$ cat src/rtl/aes_key_sched_iter_if.sv
`default_nettype none
// +--------------------------------------------------------------------+
// | aes_key_sched_iter_if : handshake, key and round-key readback bus   |
// | rev 1.0                                                             |
// +--------------------------------------------------------------------+
interface aes_key_sched_iter_if;
  logic         start;
  logic [1:0]   key_len;
  logic [255:0] key;
  logic         busy;
  logic         done;
  logic         err;
  logic         keys_valid;
  logic [3:0]   num_rounds;
  logic [3:0]   rd_idx;
  logic [127:0] rd_key;
  logic         rd_err;

  modport master (
    output start, key_len, key, rd_idx,
    input  busy, done, err, keys_valid, num_rounds, rd_key, rd_err
  );

  modport slave (
    input  start, key_len, key, rd_idx,
    output busy, done, err, keys_valid, num_rounds, rd_key, rd_err
  );
endinterface
`default_nettype wire

$ cat src/rtl/aes_key_sched_iter.sv
`default_nettype none
// +--------------------------------------------------------------------+
// | aes_key_sched_iter : iterative AES-128/192/256 key schedule, one    |
// | word per clock, with a buffered round-key read port. rev 1.0        |
// +--------------------------------------------------------------------+
module sBox_8 (
  input  logic [7:0] byte_val,
  output logic [7:0] sub_val
);
  localparam logic [2047:0] C_SBOX = {
    128'h637c777bf26b6fc53001672bfed7ab76,
    128'hca82c97dfa5947f0add4a2af9ca472c0,
    128'hb7fd9326363ff7cc34a5e5f171d83115,
    128'h04c723c31896059a071280e2eb27b275,
    128'h09832c1a1b6e5aa0523bd6b329e32f84,
    128'h53d100ed20fcb15b6acbbe394a4c58cf,
    128'hd0efaafb434d338545f9027f503c9fa8,
    128'h51a3408f929d38f5bcb6da2110fff3d2,
    128'hcd0c13ec5f974417c4a77e3d645d1973,
    128'h60814fdc222a908846eeb814de5e0bdb,
    128'he0323a0a4906245cc2d3ac629195e479,
    128'he7c8376d8dd54ea96c56f4ea657aae08,
    128'hba78252e1ca6b4c6e8dd741f4bbd8b8a,
    128'h703eb5664803f60e613557b986c11d9e,
    128'he1f8981169d98e949b1e87e9ce5528df,
    128'h8ca1890dbfe6426841992d0fb054bb16
  };

  // Entry 0 sits in the top byte, so byte a lives at bits [8*(255-a)+7 -: 8].
  assign sub_val = C_SBOX[{~byte_val, 3'b111} -: 8];
endmodule

module aes_key_sched_iter #(
  parameter int MAX_NK = 8
) (
  input logic           clk,
  input logic           rst,
  aes_key_sched_iter_if.slave bus
);
  localparam int         WIN_AW   = $clog2(MAX_NK);
  localparam logic [3:0] C_MAX_NK = 4'(MAX_NK);

  localparam logic [1:0] C_ST_IDLE   = 2'd0;
  localparam logic [1:0] C_ST_LOAD   = 2'd1;
  localparam logic [1:0] C_ST_EXPAND = 2'd2;

  logic [1:0]        r_state;
  logic [3:0]        r_nk;
  logic [WIN_AW-1:0] r_old_sel;
  logic [2:0]        r_j_last;
  logic [255:0]      r_key;
  logic [5:0]        r_i;
  logic [5:0]        r_last;
  logic [2:0]        r_j;
  logic [7:0]        r_rcon;
  logic [31:0]       r_win [MAX_NK];
  logic [31:0]       r_buf [60];
  logic              r_done;
  logic              r_err;
  logic              r_valid;
  logic [3:0]        r_nr;
  logic [127:0]      r_rd_key;
  logic              r_rd_err;

  logic [3:0]  w_nk;
  logic        w_len_ok;
  logic        w_accept;
  logic        w_busy;
  logic [31:0] w_temp;
  logic [31:0] w_sub_in;
  logic [31:0] w_sub_out;
  logic [31:0] w_old;
  logic [31:0] w_mix;
  logic [31:0] w_new;
  logic [3:0]  w_rd_row;
  logic [5:0]  w_rd_base;

  always_comb begin
    w_nk     = 4'd4;
    w_len_ok = 1'b1;
    case (bus.key_len)
      2'b00:   w_nk = 4'd4;
      2'b01:   w_nk = 4'd6;
      2'b10:   w_nk = 4'd8;
      default: w_len_ok = 1'b0;
    endcase
  end

  assign w_busy   = (r_state != C_ST_IDLE);
  assign w_accept = (r_state == C_ST_IDLE) && bus.start && w_len_ok && (w_nk <= C_MAX_NK);

  // Window slot 0 holds w[i-1]; slot Nk-1 holds w[i-Nk].
  assign w_temp   = r_win[0];
  assign w_old    = r_win[r_old_sel];
  assign w_sub_in = (r_j == 3'd0) ? {w_temp[23:0], w_temp[31:24]} : w_temp;

  for (genvar b = 0; b < 4; b++) begin : g_sbox
    sBox_8 u_sbox (
      .byte_val (w_sub_in[8*b +: 8]),
      .sub_val  (w_sub_out[8*b +: 8])
    );
  end

  always_comb begin
    w_mix = w_temp;
    if (r_j == 3'd0)
      w_mix = w_sub_out ^ {r_rcon, 24'h0};
    else if (r_nk == 4'd8 && r_j == 3'd4)
      w_mix = w_sub_out;
  end

  assign w_new = (r_state == C_ST_LOAD) ? r_key[255:224] : (w_old ^ w_mix);

  always_ff @(posedge clk) begin
    if (rst) begin
      r_state <= C_ST_IDLE;
      r_done  <= 1'b0;
      r_err   <= 1'b0;
      r_valid <= 1'b0;
      r_nr    <= 4'd10;
      r_nk    <= 4'd4;
      r_i     <= 6'd0;
      r_j     <= 3'd0;
      r_rcon  <= 8'h01;
    end else begin
      r_done <= 1'b0;
      r_err  <= 1'b0;
      case (r_state)
        C_ST_IDLE: begin
          if (w_accept) begin
            r_state   <= C_ST_LOAD;
            r_nk      <= w_nk;
            r_old_sel <= WIN_AW'(w_nk - 4'd1);
            r_j_last  <= 3'(w_nk - 4'd1);
            r_last    <= {w_nk, 2'b00} + 6'd27;
            r_nr      <= w_nk + 4'd6;
            r_key     <= bus.key;
            r_valid   <= 1'b0;
            r_i       <= 6'd0;
            r_j       <= 3'd0;
            r_rcon    <= 8'h01;
          end else if (bus.start) begin
            r_err <= 1'b1;
          end
        end
        C_ST_LOAD, C_ST_EXPAND: begin
          r_i <= r_i + 6'd1;
          r_j <= (r_j == r_j_last) ? 3'd0 : r_j + 3'd1;
          if (r_state == C_ST_LOAD) begin
            r_key <= r_key << 32;
            if (r_j == r_j_last)
              r_state <= C_ST_EXPAND;
          end else begin
            if (r_j == 3'd0)
              r_rcon <= {r_rcon[6:0], 1'b0} ^ (r_rcon[7] ? 8'h1b : 8'h00);
            if (r_i == r_last) begin
              r_state <= C_ST_IDLE;
              r_done  <= 1'b1;
              r_valid <= 1'b1;
            end
          end
        end
        default: r_state <= C_ST_IDLE;
      endcase
    end
  end

  // The buffer and window survive reset; only control state is cleared.
  always_ff @(posedge clk) begin
    if (!rst && w_busy) begin
      r_buf[r_i] <= w_new;
      for (int k = MAX_NK - 1; k > 0; k--)
        r_win[k] <= r_win[k-1];
      r_win[0] <= w_new;
    end
  end

  assign w_rd_row  = (bus.rd_idx > 4'd14) ? 4'd14 : bus.rd_idx;
  assign w_rd_base = {w_rd_row, 2'b00};

  always_ff @(posedge clk) begin
    if (rst) begin
      r_rd_key <= 128'h0;
      r_rd_err <= 1'b0;
    end else if (bus.rd_idx > r_nr) begin
      r_rd_key <= 128'h0;
      r_rd_err <= 1'b1;
    end else begin
      r_rd_key <= {r_buf[w_rd_base], r_buf[w_rd_base + 6'd1],
                   r_buf[w_rd_base + 6'd2], r_buf[w_rd_base + 6'd3]};
      r_rd_err <= 1'b0;
    end
  end

  assign bus.busy       = w_busy;
  assign bus.done       = r_done;
  assign bus.err        = r_err;
  assign bus.keys_valid = r_valid;
  assign bus.num_rounds = r_nr;
  assign bus.rd_key     = r_rd_key;
  assign bus.rd_err     = r_rd_err;
endmodule
`default_nettype wire
$ cat src/flat_wrapper.sv
// flat-port wrapper written by rule: the top's interface ports become plain ports
module aes_key_sched_iter_flat 
#(
  parameter int MAX_NK = 8
)
  (clk, rst, bus_start, bus_key_len, bus_key, bus_rd_idx, bus_busy, bus_done, bus_err, bus_keys_valid, bus_num_rounds, bus_rd_key, bus_rd_err);
  aes_key_sched_iter_if bus_i ();
  input logic clk;
  input logic rst;
  input wire logic [$bits(bus_i.start)-1:0] bus_start;
  input wire logic [$bits(bus_i.key_len)-1:0] bus_key_len;
  input wire logic [$bits(bus_i.key)-1:0] bus_key;
  input wire logic [$bits(bus_i.rd_idx)-1:0] bus_rd_idx;
  output wire logic [$bits(bus_i.busy)-1:0] bus_busy;
  output wire logic [$bits(bus_i.done)-1:0] bus_done;
  output wire logic [$bits(bus_i.err)-1:0] bus_err;
  output wire logic [$bits(bus_i.keys_valid)-1:0] bus_keys_valid;
  output wire logic [$bits(bus_i.num_rounds)-1:0] bus_num_rounds;
  output wire logic [$bits(bus_i.rd_key)-1:0] bus_rd_key;
  output wire logic [$bits(bus_i.rd_err)-1:0] bus_rd_err;
  assign bus_i.start = bus_start;
  assign bus_i.key_len = bus_key_len;
  assign bus_i.key = bus_key;
  assign bus_i.rd_idx = bus_rd_idx;
  assign bus_busy = bus_i.busy;
  assign bus_done = bus_i.done;
  assign bus_err = bus_i.err;
  assign bus_keys_valid = bus_i.keys_valid;
  assign bus_num_rounds = bus_i.num_rounds;
  assign bus_rd_key = bus_i.rd_key;
  assign bus_rd_err = bus_i.rd_err;
  aes_key_sched_iter #(.MAX_NK(MAX_NK)) u_core (.clk(clk), .rst(rst), .bus(bus_i));
endmodule
$ cat config.mk
export PLATFORM = sky130hd
export DESIGN_NAME = aes_key_sched_iter_flat
export DESIGN_NICKNAME = d
export VERILOG_FILES = /design/src/rtl/aes_key_sched_iter_if.sv /design/src/rtl/aes_key_sched_iter.sv /design/src/flat_wrapper.sv
export SDC_FILE = /design/constraint.sdc
export NUM_CORES = 2
export LEC_CHECK = 0
export CORE_UTILIZATION = 45
export DETAILED_ROUTE_END_ITERATION = 6
export HOLD_SLACK_MARGIN = 0.12
export SLEW_MARGIN = 20
export SYNTH_ARGS = -nofsm -noshare
export SYNTH_HDL_FRONTEND = slang
export SYNTH_HIERARCHICAL = 1
export SYNTH_SLANG_ARGS = --single-unit
$ cat constraint.sdc
create_clock -name clk -period 24.1 [get_ports clk]
set_clock_uncertainty 0.2 [all_clocks]
set_input_delay 4.82 -clock clk [delete_from_list [all_inputs] [get_ports clk]]
set_output_delay 4.82 -clock clk [all_outputs]
set_load 0.01 [all_outputs]
==> qor.tcl <==
set qor(ctsRootBufferMaster) {clkbuf_16}
set qor(r2r.worst_path.cells) 19
set qor(pwr_density_cell_nw_per_um2) 157.0
set qor(hold-path-cell-count) 0
set qor(grt_usage_pct) 28.47
set qor(yosys.cell_count.top_type) {edfxtp_1}
set qor(area_of_the_multi_input_gates_um2) 33960
set qor(die_w_um) 501.6
set qor(rsz0062_at_grt) {false}
set qor(timing.setup.tns_ns) 0
set qor(number_of_warnings_issued_by_yosys) 6
set qor(clkTransAtPathRegs_ns) 0.06
set qor(floorplan.die_area_um2) 251600
set qor(postSynth.topFlopCell) {edfxtp_1}
set qor(avg_cell_area_syn_um2) 14.43
set qor(worst-slew-pin-transition_ns) 1.248
set qor(placement.io_buffers) 400
set qor(timing.critical_path.arrival_ns) 9.69
set qor(avgViaCountPerCell) 6.408
set qor(grt_overflow) 0
set qor(cts-buffers-inserted) 283
set qor(cp_max_fo) 182
set qor(post_cts_resized) 0
set qor(timing.max_slew.rel_slack_pct) 16.80
set qor(stdcell_area_um2) 129100
set qor(end_kind) {flop}
set qor(synth_nets) 8118
set qor(max_buffers_root_to_sink) 4
set qor(power.static_leakage_uw) 0.04089
set qor(detailed_place.area_um2) 120500
set qor(worst_hold_startpoint) {u_core/r_win[6][30]$_DFFE_PP_}
set qor(initial_utilization_pct) 45.20
set qor(dr.first_iter.drc_count) 9394
set qor(floorplan.core_area_um2) 248400
set qor(number_of_enable_flip_flop_cells_after_synthesis) 2435
set qor(vias) 74172
set qor(tritoncts) {built}
set qor(final_antenna_net_count) 0
set qor(fmaxAchievable_ghz) 0.1093
set qor(first_pass_iters) 7
set qor(ir_worst_vdd_uv) 176.7
set qor(totalWireLength_um) 365200
set qor(pin_count) 402
set qor(crit_type) {in -> reg}
set qor(synthDominantAreaCellType) {edfxtp_1}
set qor(placement_rows) 183
set qor(ys_seq_elements) 2594
set qor(worstHoldPathType) {reg -> reg}
set qor(finalCriticalPeriod_ns) 9.148
set qor(wire_per_inst_um) 31.55
set qor(place.gp.congestion) 0.9256
set qor(synth.cell_area_um2) 112300
set qor(timing.max_cap.violations) 0
set qor(postCtsSetupRepairBufs) 0
set qor(cts_max_level) 5
set qor(r2r-start) {u_core/r_j[0]$_SDFFE_PP0P_}
set qor(violated_checks) {DRC}
set qor(timing.critical_path.required_ns) 24.64
set qor(layout.nets) 8362
set qor(die_y_um) 501.6
set qor(cp-start-kind) {input pin}
set qor(largest_net_degree_at_the_start_of_global_routing) 183
set qor(run_status) {finished with violations}
set qor(register_area_um2) 76310
set qor(cts_hold_repair.buffers) 0
set qor(drive_above_1_share_pct) 15.54
set qor(syn_inst_count) 7784
set qor(area.growth.synth_to_final_pct) 14.92
set qor(rrSetupSlack_ns) 16.77
set qor(final-hold-violation-count) 0
set qor(grt_antenna_before_repair) 47
set qor(grt_first_pass_wirelength_um) 520300
set qor(post_detailed_placement_half_perimeter_wirelength_um) 207900
set qor(insertion_delay_ns) 0.96
set qor(synth_common_cells) {2435 x edfxtp_1, 869 x nand2_1, 399 x clkbuf_1, 360 x nor2b_1, 354 x mux2_2}
set qor(crit-reg2reg-capture) {u_core/r_buf[9][1]$_DFFE_PP_}
set qor(synth_top_cells_by_area) {edfxtp_1 65%, mux2_2 3.5%, mux4_2 3.5%}
set qor(first_global_vias) 71708
set qor(synth_async_sr_flop_share_pct) 0
set qor(min_period_over_period_pct) 37.96
set qor(finalMaxSlewViolations) 0
set qor(min_delay_worst_endpoint) {u_core/r_win[7][30]$_DFFE_PP_}
set qor(yosysSeqAreaShare_pct) 67.95
set qor(synth_top_cell_area_share_pct) 65.11
set qor(clkSinkCount) 2594
set qor(detail_route.drc_violations) 3
set qor(timing.final.setup_violations) 0
set qor(filler_cell_count) 20578
set qor(synth.lib_cells_used.distinct) 79
[area by class of cell]
cell class / instances / share of cell area, %
repair buffers: 621 / 4.470
diodes: 14 / 0.02715
clock buffers: 378 / 5.987
flip-flops and latches: 2594 / 59.13
inverters: 84 / 0.2443
well taps: 3330 / 3.229
clock inverters: 110 / 0.6001
multi-input cells: 4444 / 26.31
[metal layers]
metal / GRT usage [%] / part of all wire (%)
met1: 40.43 / 41
met2: 44.30 / 46
met5: 0 / 0.0058
met4: 9.920 / 3.6
met3: 4.685 / 8.7
[cell families after synthesis]
group                    after synthesis  share of synthesized area (%)
XOR/XNOR                              13                         0.1014
multiplexers                         541                          7.178
other                                  1                       0.003339
adder cells (fa/ha/maj)               69                         0.7688
buffers and inverters                746                          2.792
AO/OA/AOI/OAI                       1848                          12.81
AND/OR/NAND/NOR                     1972                          8.396
flip-flops                          2594                          67.95
[worst max-delay path by stage]
stage                   from                               end  cells after the start
2_1_floorplan            rst      u_core/r_buf[4][0]$_DFFE_PP_                      4
3_3_place_gp   bus_rd_idx[0]  u_core/bus.rd_key[26]$_SDFF_PP0_                      8
3_5_place_dp   bus_rd_idx[0]  u_core/bus.rd_key[26]$_SDFF_PP0_                      8
4_1_cts        bus_rd_idx[0]  u_core/bus.rd_key[26]$_SDFF_PP0_                      8
5_1_grt        bus_rd_idx[0]  u_core/bus.rd_key[26]$_SDFF_PP0_                      8
6_report       bus_rd_idx[0]  u_core/bus.rd_key[26]$_SDFF_PP0_                      8
[sequential cells by signal, summed over array words and instances (netlist names), 2 cells and up, named ones only]
signal                 cells
u_core/r_last              2
u_core/r_j                 3
u_core/r_nk                3
u_core/r_i                 6
u_core/r_rcon              8
u_core/r_state             2
u_core/r_key             256
u_core/bus.num_rounds      3
u_core/bus.rd_key        128
u_core/r_buf            1920
u_core/r_win             256
[per-stage QoR]
stage / utilization, % / hold WS (ns) / power (µW) / worst slack [ns] / instances
floorplan: - / 0.2003 / 12530 / 3.497 / 7784
global placement: 48.49 / 0.2014 / 16090 / 14.29 / 11070
detailed placement: 48.50 / 0.2045 / 16170 / 14.23 / 11072
CTS: 51.92 / 0.1727 / 20210 / 15.21 / 11560
global route: 51.94 / 0.1922 / 21030 / 14.94 / 11571
finish: 51.95 / 0.1677 / 20270 / 14.95 / 11575
[where the power goes]
part           internal [µW]  switching, µW  total, µW
combinational           2190           6490       8680
clock                   2350           1690       4040
sequential              7360            184       7540
[placed cells by master, fill, tap and decap left out, types with 128 or more instances in the layout]
cell / netlist / final
a21oi_1: 228 / 227
a311o_1: 272 / 272
mux2_2: 354 / 354
clkdlybuf4s50_1: 0 / 397
o21ai_0: 225 / 225
buf_4: 8 / 211
edfxtp_1: 2435 / 2435
a211oi_1: 309 / 309
nand2_1: 869 / 860
nor2b_1: 360 / 359
a311oi_1: 164 / 164
a222oi_1: 128 / 128
mux4_2: 176 / 176
clkbuf_16: 0 / 289
nor2_1: 252 / 190
dfxtp_1: 159 / 157
[worst max-delay path: stages]
cell	delay (ns)
buf_8	0.41
buf_4	0.86
buf_4	0.69
buf_4	0.61
buf_12	0.58
mux2_2	0.43
a222oi_1	0.47
a311oi_1	0.16
No activity file was read; power rests on OpenSTA's default activity.
